## src/rtl/dual_debounce.sv

```systemverilog
// -----------------------------------------------------------------------------
// dual_debounce
//
// Input conditioning stage for the two-input OR control block. Two raw,
// asynchronous switch/level inputs are synchronised into the clk domain. Each
// one is then debounced on its own and presented as a clean level, together
// with a one-cycle rise pulse that downstream logic can use to count presses.
//
// Ports:
//   clk     in   single clock, all state changes on the rising edge
//   rst_n   in   asynchronous, active-low reset
//   a_raw   in   raw asynchronous input, channel A
//   b_raw   in   raw asynchronous input, channel B
//   a_o     out  debounced level, channel A (drives OR block input a)
//   b_o     out  debounced level, channel B (drives OR block input b)
//   a_rise  out  one-cycle pulse when a_o goes 0->1
//   b_rise  out  one-cycle pulse when b_o goes 0->1
//   a_fall  out  one-cycle pulse when a_o goes 1->0 (optional)
//   b_fall  out  one-cycle pulse when b_o goes 1->0 (optional)
//
// Parameters:
//   DEBOUNCE_CYCLES  consecutive synchronised-stable cycles needed before a
//                    new level is accepted (legal range 2..65535)
//
// Optional feature macro:
//   DEBOUNCE_FALL_PULSE_EN  when defined, adds the a_fall/b_fall ports and
//                           their pulse registers. The level FSM and the rise
//                           pulses behave identically either way.
// -----------------------------------------------------------------------------
module dual_debounce #(
    parameter int DEBOUNCE_CYCLES = 4
) (
    input  logic clk,
    input  logic rst_n,
    input  logic a_raw,
    input  logic b_raw,
    output logic a_o,
    output logic b_o,
    output logic a_rise,
    output logic b_rise
`ifdef DEBOUNCE_FALL_PULSE_EN
    ,
    output logic a_fall,
    output logic b_fall
`endif
);

    // One spare bit above what DEBOUNCE_CYCLES needs, so the terminal count
    // always fits comfortably and the counter can never wrap.
    localparam int CNT_W = $clog2(DEBOUNCE_CYCLES) + 1;

    localparam logic [CNT_W-1:0] CNT_LAST = CNT_W'(DEBOUNCE_CYCLES - 1);
    localparam logic [CNT_W-1:0] CNT_ONE  = CNT_W'(1);

    typedef enum logic [1:0] {
        S_LOW,
        S_WAIT_HIGH,
        S_HIGH,
        S_WAIT_LOW
    } state_t;

    // Channel 0 is A, channel 1 is B; the two channels share nothing but clk
    // and rst_n.
    logic [1:0] rawIn;
    logic [1:0] levelOut;
    logic [1:0] riseOut;

    assign rawIn = {b_raw, a_raw};

`ifdef DEBOUNCE_FALL_PULSE_EN
    logic [1:0] fallOut;
`endif

    for (genvar ch = 0; ch < 2; ch++) begin : g_chan

        logic             syncMeta_q;
        logic             syncOut_q;
        state_t           state_q;
        logic [CNT_W-1:0] count_q;
        logic             level_q;
        logic             rise_q;
`ifdef DEBOUNCE_FALL_PULSE_EN
        logic             fall_q;
`endif

        // Synchroniser and debounce FSM for one channel. The second
        // synchroniser flop (syncOut_q) is the only view of the raw input the
        // FSM ever gets, so metastability stays confined to syncMeta_q.
        //
        // The counter starts at 1 on leaving a stable state, because the
        // sample that triggered the departure already counts as the first
        // stable cycle; reaching CNT_LAST therefore means DEBOUNCE_CYCLES
        // consecutive samples at the new level. Any sample back at the old
        // level returns to the stable state and clears the count, which is
        // also how an input toggling every cycle ends up holding its last
        // accepted level.
        //
        // Level and pulses are registered here so that they change on the
        // very edge that makes the state transition.
        always_ff @(posedge clk or negedge rst_n) begin
            if (!rst_n) begin
                syncMeta_q <= 1'b0;
                syncOut_q  <= 1'b0;
                state_q    <= S_LOW;
                count_q    <= '0;
                level_q    <= 1'b0;
                rise_q     <= 1'b0;
`ifdef DEBOUNCE_FALL_PULSE_EN
                fall_q     <= 1'b0;
`endif
            end else begin
                syncMeta_q <= rawIn[ch];
                syncOut_q  <= syncMeta_q;
                rise_q     <= 1'b0;
`ifdef DEBOUNCE_FALL_PULSE_EN
                fall_q     <= 1'b0;
`endif
                case (state_q)
                    S_LOW: begin
                        if (syncOut_q) begin
                            state_q <= S_WAIT_HIGH;
                            count_q <= CNT_ONE;
                        end
                    end

                    S_WAIT_HIGH: begin
                        if (!syncOut_q) begin
                            state_q <= S_LOW;
                            count_q <= '0;
                        end else if (count_q == CNT_LAST) begin
                            state_q <= S_HIGH;
                            count_q <= '0;
                            level_q <= 1'b1;
                            rise_q  <= 1'b1;
                        end else begin
                            count_q <= count_q + CNT_ONE;
                        end
                    end

                    S_HIGH: begin
                        if (!syncOut_q) begin
                            state_q <= S_WAIT_LOW;
                            count_q <= CNT_ONE;
                        end
                    end

                    S_WAIT_LOW: begin
                        if (syncOut_q) begin
                            state_q <= S_HIGH;
                            count_q <= '0;
                        end else if (count_q == CNT_LAST) begin
                            state_q <= S_LOW;
                            count_q <= '0;
                            level_q <= 1'b0;
`ifdef DEBOUNCE_FALL_PULSE_EN
                            fall_q  <= 1'b1;
`endif
                        end else begin
                            count_q <= count_q + CNT_ONE;
                        end
                    end

                    default: begin
                        state_q <= S_LOW;
                        count_q <= '0;
                        level_q <= 1'b0;
                    end
                endcase
            end
        end

        assign levelOut[ch] = level_q;
        assign riseOut[ch]  = rise_q;
`ifdef DEBOUNCE_FALL_PULSE_EN
        assign fallOut[ch]  = fall_q;
`endif
    end

    assign a_o    = levelOut[0];
    assign b_o    = levelOut[1];
    assign a_rise = riseOut[0];
    assign b_rise = riseOut[1];
`ifdef DEBOUNCE_FALL_PULSE_EN
    assign a_fall = fallOut[0];
    assign b_fall = fallOut[1];
`endif

endmodule

```

## config.mk

```make
export PLATFORM = sky130hd
export DESIGN_NAME = dual_debounce
export DESIGN_NICKNAME = d
export VERILOG_FILES = /design/src/rtl/dual_debounce.sv
export SDC_FILE = /design/constraint.sdc
export NUM_CORES = 1
export LEC_CHECK = 0
export BUFFER_PORTS_ARGS = -buffer_cell sky130_fd_sc_hd__buf_2
export CAP_MARGIN = 20
export CORE_MARGIN = 2
export CORE_UTILIZATION = 48
export CTS_CLUSTER_DIAMETER = 80
export DETAILED_ROUTE_END_ITERATION = 16
export GPL_ROUTABILITY_DRIVEN = 0
export PLACE_DENSITY = 0.73
export RECOVER_POWER = 100
export SLEW_MARGIN = 20
export SYNTH_ARGS = -nofsm -noshare
export SYNTH_HDL_FRONTEND = slang
export SYNTH_SLANG_ARGS = --single-unit
```

## constraint.sdc

```tcl
create_clock -name clk -period 1.2 [get_ports clk]
set_input_delay 0.06 -clock clk [delete_from_list [all_inputs] [get_ports clk]]
set_output_delay 0.06 -clock clk [all_outputs]
set_load 0.02 [all_outputs]
```

==> key figures <==
Outcome
  • Outcome: finished clean

Clock network
  • Htree depth: 1
  • Maximum clock path buffer count: 2
  • CTS Buf Count: 3
  • Reg clk slew, reported paths: 0.10 ns
  • Clock latency on the worst-skew pair: roughly 0.28 ns
  • # clock sinks: 18
  • Root Driver: clkbuf_4
  • CTS tree: built

Setup path
  • Critical Path RT: approximately 1.4 ns
  • Crit path launch type: register
  • CP endpoint kind: register
  • Flop2flop setup slack: about 0.027 ns
  • Critical Path AT: roughly 1.4 ns
  • CP Class: register to register
  • Worst Path Max Fanout: 3

Power
  • Sw Ratio: between 30% and 40%
  • Clock network fraction of total power: between 20% and 30%
  • IR drop worst, VDD: 0.00110 V
  • P_int: 1.21 mW
  • Sequential power share: 50.8%
  • Leak: just under 0.4 nW
  • Pwr Total: 1.79 mW
  • Power share of the combinational group: between 20 and 30%
  • Pwr Density: between 2000 and 2500 nW/um^2
  • P_sw: approximately 580 uW

Yosys
  • Mapped Cells: between 50 and 60
  • Ys Warns: 0
  • Synth cell types: 24
  • Sequential-to-total area share from yosys stat: between 60 and 70%
  • Mapped Nets: 64
  • Syn avg cell area: 12.5 sq um
  • Post-Syn Area: 723 sq um
  • Yosys reg bits: 18

Timing
  • Tmin final: around 1.2 ns
  • Worst-margin pin slew: around 0.42 ns
  • Setup Skew: 0.00454 ns
  • Rel. slew slack: between 70% and 80%
  • Final WS setup: about 0.027 ns
  • Setup violations, final: 0
  • Final Hold Fails: 0
  • Max-slew violations: 0
  • RSZ-0062 raised after global routing: yes
  • Fmax: about 850 MHz
  • Crit share post-route: between 90% and 100%

Flow run
  • # Max-Cap Violations: 0

Finish
  • Register Area: about 450 sq um
  • Antenna cell count: 0
  • Area of the multi-input gates: 298 sq um
  • Fillers: between 100 and 150
  • Area growth from synthesis to layout: 23.7%
  • Final Instance Area: about 890 sq um
  • Commonest non-fill, non-tap cells in the layout: 18 x dfrtp_1, 4 x nand2_1, 4 x clkbuf_1, 4 x buf_4
  • Layout Nets: just over 80
  • Share of cells above drive strength 1: 25.3%
  • Commonest non-fill, non-tap cell in the layout: dfrtp_1

GRT
  • First-pass GRT wire length: 1950 microns
  • All-Layer GR Usage: 14.4%
  • Vias in the first global route: about 460
  • Initial antenna violation count: 0
  • Remaining global-route overflow: 0
  • Largest net degree at the start of global routing: 19

Detailed routing
  • Routed wire length per instance: between 10 and 15 microns
  • Remaining DRCs: 0
  • DR vias/cell: 5.22
  • Vias: 475
  • Post-DRT Antenna Nets: 0
  • Routed WL: roughly 1100 microns
  • Initial DRC count: 8
  • First-pass detailed-route iteration total: 4

Placement
  • IO buf count: 7
  • Dpl ws: roughly 0.0057 ns
  • DP HPWL: roughly 760 microns
  • Placed Area: 788 sq um

Die
  • Die H: around 43 microns
  • Die area: around 1800 sq um
  • FP Rows: 14
  • Die X: about 43 microns
  • Boundary Pins: 8
  • Initial Util: 49.7%
  • Core area: 1450 sq um

Worst hold path
  • Min-delay worst type: primary input to asynchronous set/reset pin
## cell usage after synthesis (all sizes together)
| master | n | area, sq um |
|---|---|---|
| nand3 | 2 | 10.0 |
| a31oi | 1 | 6.26 |
| mux2 | 1 | 11.3 |
| and2 | 1 | 6.26 |
| nor2 | 3 | 11.3 |
| xor2 | 2 | 17.5 |
| o21ai | 5 | 25.0 |
| a21oi | 1 | 5.00 |
| ha | 2 | 25.0 |
| and2b | 1 | 7.51 |
| xnor2 | 1 | 8.76 |
| nand4b | 1 | 8.76 |
| buf | 1 | 5.00 |
| nand2 | 4 | 15.0 |
| nand2b | 2 | 12.5 |
| a22o | 1 | 8.76 |
| o21a | 3 | 22.5 |
| nor2b | 1 | 6.26 |
| nand3b | 2 | 15.0 |
| nor3b | 2 | 20.0 |
| o2bb2ai | 2 | 17.5 |
| dfrtp | 18 | 450 |
| o21bai | 1 | 7.51 |
## kinds of logic (layout without fill, tap and decap cells)
logic type | after synthesis | after routing | share of synthesized area [%]
xor gates and xnor gates | 3 | 3 | 3.63
DFF | 18 | 18 | 62.3
buffers and inverters | 1 | 18 | 0.691
AOI/OAI and AO/OA | 14 | 14 | 12.8
muxes | 1 | 1 | 1.56
adders and majority gates | 2 | 2 | 3.46
and+or+nand+nor | 19 | 19 | 15.6
## power by group through the flow
stage                     combinational (mW)  sequential, mW  clock (mW)
final                                  0.521           0.909       0.361
after global placement                 0.425           0.901           0
after global routing                   0.588           0.934       0.398
after CTS                              0.461           0.897       0.377
after floorplan                        0.367           0.857           0
after detailed placement               0.450           0.908           0
## critical path, stage by stage, from the launching register on
cell and delay, ns:
dfrtp_1 0.41, ha_2 0.20, nand3b_1 0.15, mux2_4 0.31
## timing repair
item | 4_1_cts | 5_1_grt
hold endpoints to repair | 20 | 0
buffers inserted | 0 | 2
hold buffers | 3 | 0
resized for setup | 1 | 9
pin swaps | 0 | 4
setup endpoints to repair | 1 | 9
## metal layers
layer	global-route usage [%]	vias to the layer above	wire length (microns)	part of all wire, %
li1	-	238	-	-
met1	20.8	228	572	52
met2	19.7	7	488	44
met3	2.55	2	35	3.2
met5	0	-	0	0
met4	9.38	0	9	0.81
## metrics by stage
step	cells	utilization [%]	TNS, ns	hold WS [ns]
3_5_place_dp	82	54.2	0	0.00815
6_report	91	61.5	0	0.234
4_1_cts	89	59.0	0	0.223
5_1_grt	91	61.5	-0.0597	0.285
2_1_floorplan	58	-	0	-0.236
3_3_place_gp	82	54.2	0	0.00578
## cell type report
cell class	instances	share of cell area (%)
Sequential cell	18	50.3
Multi-Input combinational cell	39	33.3
Timing Repair Buffer	14	10.1
Clock buffer	4	4.06
Tap cell	16	2.24
## worst paths after layout
kind                                 startpoint                   end  cells after the start
max                        g_chan[1].count_q[1]              register                      3
min                                       rst_n  g_chan[0].count_q[2]                      2
max reg2reg                g_chan[1].count_q[1]              register                      3
min reg2reg                g_chan[0].syncMeta_q   g_chan[0].syncOut_q                      0
max in group asynchronous                 rst_n  g_chan[1].count_q[0]                      2
min in group clk           g_chan[0].syncMeta_q   g_chan[0].syncOut_q                      0
No activity file was read; power rests on OpenSTA's default activity.
